===== config.mk =====
export PLATFORM = sky130hd
export DESIGN_NAME = cla_issue_ctrl
export DESIGN_NICKNAME = d
export VERILOG_FILES = /design/src/rtl/cla_issue_ctrl.sv
export SDC_FILE = /design/constraint.sdc
export NUM_CORES = 1
export LEC_CHECK = 0
export CAP_MARGIN = 10
export CORE_MARGIN = 4
export CORE_UTILIZATION = 50
export CTS_BUF_LIST = sky130_fd_sc_hd__clkbuf_16
export DETAILED_ROUTE_END_ITERATION = 10
export PLACE_DENSITY_LB_ADDON = 0.25
export SYNTH_ARGS = -nofsm -noshare
export SYNTH_HDL_FRONTEND = slang
export SYNTH_SLANG_ARGS = --single-unit

===== constraint.sdc =====
create_clock -name i_clk -period 6.7 [get_ports i_clk]
set_input_delay 1.005 -clock i_clk [delete_from_list [all_inputs] [get_ports i_clk]]
set_output_delay 1.005 -clock i_clk [all_outputs]
set_load 0.01 [all_outputs]

===== src/rtl/cla_issue_ctrl.sv =====
// cla_issue_ctrl
// Credit-based flow-control wrapper around a fixed-latency pipelined 32-bit
// CLA adder. Operand pairs arrive over a valid/ready handshake and go
// straight to the adder inputs. A one-hot-per-cycle valid tag travels beside
// the adder pipeline. When the tag reaches the end, the adder output is
// written into a small result FIFO. The downstream consumer drains that FIFO
// with its own valid/ready handshake. The adder cannot stall, so a new pair
// is only admitted when a FIFO slot is guaranteed for its result.
//
// Handshake semantics, for both ports:
//   A transfer happens on a rising edge where valid and ready are both high.
//   The source holds data and valid stable until the transfer. Ready may
//   change at any time and never depends combinationally on the valid of the
//   same port. Once m_valid is high, it stays high with m_sum stable until popped.
//
// Ports
//   i_clk, i_rst_n         clock, asynchronous active-low reset
//   s_valid/s_ready        operand handshake; s_a, s_b are the operands
//   add_in1/add_in2        to the adder; these are s_a/s_b passed through
//   add_out                adder result, ADD_LATENCY cycles after its inputs
//   m_valid/m_ready        result handshake; m_sum is the FIFO head
//   o_idle                 nothing in flight and the FIFO is empty
module cla_issue_ctrl #(
  parameter int ADD_LATENCY = 7,
  parameter int FIFO_DEPTH  = 8
) (
  input  logic        i_clk,
  input  logic        i_rst_n,
  input  logic        s_valid,
  output logic        s_ready,
  input  logic [31:0] s_a,
  input  logic [31:0] s_b,
  output logic [31:0] add_in1,
  output logic [31:0] add_in2,
  input  logic [32:0] add_out,
  output logic        m_valid,
  input  logic        m_ready,
  output logic [32:0] m_sum,
  output logic        o_idle
);

  localparam int IW = $clog2(ADD_LATENCY + 1);
  localparam int OW = $clog2(FIFO_DEPTH + 1);
  localparam int PW = $clog2(FIFO_DEPTH);
  localparam int CW = ((IW > OW) ? IW : OW) + 1;

  if (ADD_LATENCY < 1) begin : g_bad_lat
    $error("ADD_LATENCY must be at least 1");
  end
  if (FIFO_DEPTH < 2 || (FIFO_DEPTH & (FIFO_DEPTH - 1)) != 0) begin : g_bad_depth
    $error("FIFO_DEPTH must be a power of two, at least 2");
  end

  logic [ADD_LATENCY-1:0] tag_q, tag_d;
  logic [IW-1:0]          inflight_q, inflight_d;
  logic [OW-1:0]          occ_q, occ_d;
  logic [PW-1:0]          wr_ptr_q, wr_ptr_d;
  logic [PW-1:0]          rd_ptr_q, rd_ptr_d;
  logic [32:0]            mem_q [FIFO_DEPTH];

  logic          issue;
  logic          capture;
  logic          pop;
  logic [CW-1:0] credit_used;

  assign add_in1 = s_a;
  assign add_in2 = s_b;

  // Credits come from registered counts only, so m_ready never reaches
  // s_ready within a cycle; a pop frees its slot from the next cycle on.
  assign credit_used = CW'(occ_q) + CW'(inflight_q);
  assign s_ready     = i_rst_n & (credit_used < CW'(FIFO_DEPTH));

  assign issue   = s_valid & s_ready;
  assign capture = tag_q[ADD_LATENCY-1];
  assign m_valid = (occ_q != '0);
  assign pop     = m_valid & m_ready;
  assign m_sum   = mem_q[rd_ptr_q];
  assign o_idle  = (inflight_q == '0) & (occ_q == '0);

  always_comb begin
    tag_d    = tag_q << 1;
    tag_d[0] = issue;

    inflight_d = inflight_q;
    case ({issue, capture})
      2'b10:   inflight_d = inflight_q + IW'(1);
      2'b01:   inflight_d = inflight_q - IW'(1);
      default: inflight_d = inflight_q;
    endcase

    occ_d = occ_q;
    case ({capture, pop})
      2'b10:   occ_d = occ_q + OW'(1);
      2'b01:   occ_d = occ_q - OW'(1);
      default: occ_d = occ_q;
    endcase

    // Power-of-two depth: the pointers wrap by natural overflow.
    wr_ptr_d = capture ? wr_ptr_q + PW'(1) : wr_ptr_q;
    rd_ptr_d = pop     ? rd_ptr_q + PW'(1) : rd_ptr_q;
  end

  always_ff @(posedge i_clk or negedge i_rst_n) begin
    if (!i_rst_n) begin
      tag_q      <= '0;
      inflight_q <= '0;
      occ_q      <= '0;
      wr_ptr_q   <= '0;
      rd_ptr_q   <= '0;
    end else begin
      tag_q      <= tag_d;
      inflight_q <= inflight_d;
      occ_q      <= occ_d;
      wr_ptr_q   <= wr_ptr_d;
      rd_ptr_q   <= rd_ptr_d;
    end
  end

  // Result storage is not reset; only entries between the pointers are read.
  // Stale adder outputs after reset are never written since all tags clear.
  always_ff @(posedge i_clk) begin
    if (capture) begin
      mem_q[wr_ptr_q] <= add_out;
    end
  end

  // Credit admission makes a capture into a full FIFO unreachable.
  a_no_overflow: assert property (@(posedge i_clk) disable iff (!i_rst_n)
    !(capture && (occ_q == OW'(FIFO_DEPTH))));

endmodule

==> impl_metrics.env <==
export IMPL_vias=5040
export IMPL_cap_violations=0
export IMPL_die_w_um=160
export IMPL_core_rowCount=55
export IMPL_skew_ns=0.0180
export IMPL_rsz0062_at_grt="false"
export IMPL_nets=680
export IMPL_cts_tree="built"
export IMPL_antennaDiodeCount=0
export IMPL_synth_compound_area_share_pct=0.575
export IMPL_min_from="tag_q[0]"
export IMPL_fillCellCount=1647
export IMPL_whs_endpoint="tag_q[1]"
export IMPL_root_buffer="clkbuf_16"
export IMPL_synth_mux_area_share_pct=17.3
export IMPL_power_density_mw_per_mm2=415
export IMPL_ant_nets=0
export IMPL_clk_pin_slew_ns=0.06
export IMPL_ctsResizeCount=0
export IMPL_critPathCaptureType="output port"
export IMPL_swShare_pct=27.1
export IMPL_synth_seq_cells=284
export IMPL_setup_tns_ns=0
export IMPL_synth_top_area_share_pct=68.8
export IMPL_worst_pin_slew_ns=1.10
export IMPL_r2r_setup_slack_ns=3.74
export IMPL_syn2layout_area_growth_pct=13.0
export IMPL_netlist_cell_type_count=34
export IMPL_die_area_mm2=0.0256
export IMPL_arrival_ns=3.48
export IMPL_synth_area_leader_cell="edfxtp_1"
export IMPL_finalCritPeriodShare_pct=67.0
export IMPL_avgSynthCellArea_um2=21.5
export IMPL_synthAdderAreaFrac_pct=1.22
export IMPL_rr_worst_depth=8
export IMPL_crit_chain="buf_4 > mux4_2 > mux2_4 > clkdlybuf4s50_1"
export IMPL_numCtsBuffers=29
export IMPL_grt_overflow=0
export IMPL_dieHeight_um=160
export IMPL_grt_usage_pct=16.1
export IMPL_timing_final_hold_violations=0
export IMPL_dpl_hpwl_um=11500
export IMPL_critPathMaxFanout=51
export IMPL_yosysWarnings=0
export IMPL_setup_ws_ns=2.21
export IMPL_dp_slack_ns=2.46
export IMPL_start_util_pct=50.9
export IMPL_antenna_found_initial=0
export IMPL_synthesis_nets=648
export IMPL_synth_seq_area_share_pct=73.1
export IMPL_holdPathStages=0
export IMPL_yosys_top_cells_area="edfxtp_1 (69%), mux4_2 (13%), dfrtp_1 (4.3%), buf_4 (4.2%), mux2_4 (3.0%)"
export IMPL_status="completed"
export IMPL_r2r_start="occ_q[0]"
export IMPL_path_delay_family="flip-flops"
export IMPL_ys_dominant_reg_cell="edfxtp_1"
export IMPL_hold_class="flop to flop"
export IMPL_startpoint_type="flop"
export IMPL_finalSetupViolCount=0
export IMPL_numPortBuffers=72
export IMPL_fmax_ghz=0.223
export IMPL_p_clk_share_pct=27.5
export IMPL_final_max_slew_viol_count=0
export IMPL_power_net_switching_uw=1470
export IMPL_async_reset_ff_share_pct=7.04
export IMPL_wl_per_cell_um=23.5
export IMPL_drt_pass1_iterations=4
export IMPL_holdBufCountCts=0
export IMPL_irDropWorstVdd_v=0.000234
export IMPL_synthCells=537
export IMPL_final_core_util_pct=57.5
export IMPL_cp_num_buf_inv=2
export IMPL_grt_pass1_wl_um=32100
export IMPL_htree_levels=1
export IMPL_critPathMaxStageDelay_ns=1.11
export IMPL_p_int_uw=3940
export IMPL_clock_sinks=284
export IMPL_relSlewSlack_pct=26.9
export IMPL_seq_power_share_pct=43.0
export IMPL_drc=0
export IMPL_cts_setup_buffers=0
export IMPL_synth_simple_area_share_pct=1.26
export IMPL_final_min_clock_period_ns=4.49
export IMPL_synthXorXnorAreaFrac_pct=0.684
export IMPL_slowest_stage="dfrtp_4"
export IMPL_core_area_mm2=0.0226
export IMPL_leakagePower_uw=0.00430
export IMPL_grt_pass1_vias=5527
export IMPL_reg2reg_to="occ_q[3]"
export IMPL_drt_iter0_drc=325
export IMPL_netlist_area_mm2=0.0115
export IMPL_pin_count=201
export IMPL_postRouteWirelength_um=20600
export IMPL_clockBufferDepth=3
export IMPL_vias_per_cell=5.75
export IMPL_drive_above_1_share_pct=28.8
export IMPL_worstSetupPathType="flop to output port"
export IMPL_synth_top_family_by_area="multiplexers"
export IMPL_synth_edf_count=264
export IMPL_grt_max_degree=52
export IMPL_gp_congestion=0.737
export IMPL_pwr_share_comb_pct=29.5
export IMPL_worstPathRequired_ns=5.69
export IMPL_clk_insertion_delay_late_ns=0.53
## layout by cell type (no fill, tap or decap), types with 2 or more instances in the layout
cell type        netlist  layout
inv_1                 10      14
ha_1                   8       8
nor3b_1                3       3
mux2i_1                2       2
mux2_2                13      13
nor2_4                 0       6
dfrtp_2                0       2
edfxtp_1             264     264
nand3_1                3       3
xnor2_1                5       5
clkinv_1               0       8
clkdlybuf4s50_1        0      72
clkinv_4               0       2
nand2b_1               3       3
clkinv_2               0       5
xor2_1                 4       4
bufinv_16              0       2
fa_1                   2       2
buf_4                 64      13
mux2_4                23      23
clkinvlp_4             0       3
dfrtp_1               20      17
mux4_2                66      66
nand2_1                6       6
clkbuf_16              0      29
nor3_2                 0       2
a21oi_1                2       2
## power groups by stage
stage	Clock [µW]	Combinational, µW	Sequential, µW
final	1480	1600	2330
after global routing	1600	1710	2360
after CTS	1520	1630	2340
after detailed placement	0	1620	2370
after global placement	0	1590	2360
after floorplan	0	1270	2180
## cells in the mapped netlist (all sizes together), types with 2 or more instances
library cell,instances
nand2,6
ha,8
dfrtp,20
nand2b,3
buf,79
fa,2
nor2,7
nor3b,3
mux2,36
xnor2,5
nand3,3
edfxtp,264
nor3,2
mux2i,2
xor2,4
clkbuf,5
inv,10
mux4,66
a21oi,2
## area by class of cell
| type | instances | area, µm² | share of cell area, % |
|---|---|---|---|
| multi-input cells | 159 | 2480 | 19.1 |
| clock inverters | 24 | 170 | 1.31 |
| repair buffers | 85 | 818 | 6.28 |
| inverters | 10 | 37.5 | 0.288 |
| flip-flops and latches | 284 | 8430 | 64.7 |
| clock buffers | 29 | 726 | 5.57 |
| well taps | 285 | 357 | 2.74 |
## metal layers
layer / wire length (µm) / vias to the layer above / track usage [%]
met4: 427 / 0 / 4.18
met5: 0 / - / 0
met3: 1180 / 55 / 3.95
li1: - / 2166 / -
met2: 10300 / 162 / 27.0
met1: 8680 / 2657 / 21.7
## worst max path at each step
stage	start	end	slack, ns	depth (start not counted)
after floorplan	wr_ptr_q[2]	mem_q[0][0]	3.39	2
after global placement	i_rst_n	s_ready	2.59	4
after detailed placement	i_rst_n	s_ready	2.46	4
after CTS	rd_ptr_q[0]	m_sum[25]	2.08	4
after global routing	rd_ptr_q[0]	m_sum[8]	1.92	4
final	rd_ptr_q[0]	m_sum[15]	2.21	4
## kinds of logic after synthesis
family / Yosys count
DFF: 284
muxes: 104
buffers and inverters: 94
and+or+nand+nor: 28
adders and majority gates: 10
xor gates and xnor gates: 9
AOI/OAI and AO/OA: 8
## state kept, by name, summed over array words and instances, names as in the netlist
name        flops
tag_q           7
mem_q         264
rd_ptr_q        3
occ_q           4
inflight_q      3
wr_ptr_q        3
## metrics by stage
stage / hold slack, ns / cell area, µm² / cells / total power [µW]
2_1_floorplan: 0.331 / 11500 / 537 / 3450
4_1_cts: 0.350 / 13000 / 876 / 5490
6_report: 0.347 / 13000 / 876 / 5410
5_1_grt: 0.352 / 13000 / 876 / 5680
3_3_place_gp: 0.334 / 12100 / 823 / 3950
3_5_place_dp: 0.336 / 12100 / 823 / 3990
(Power assumes the default switching activity.)
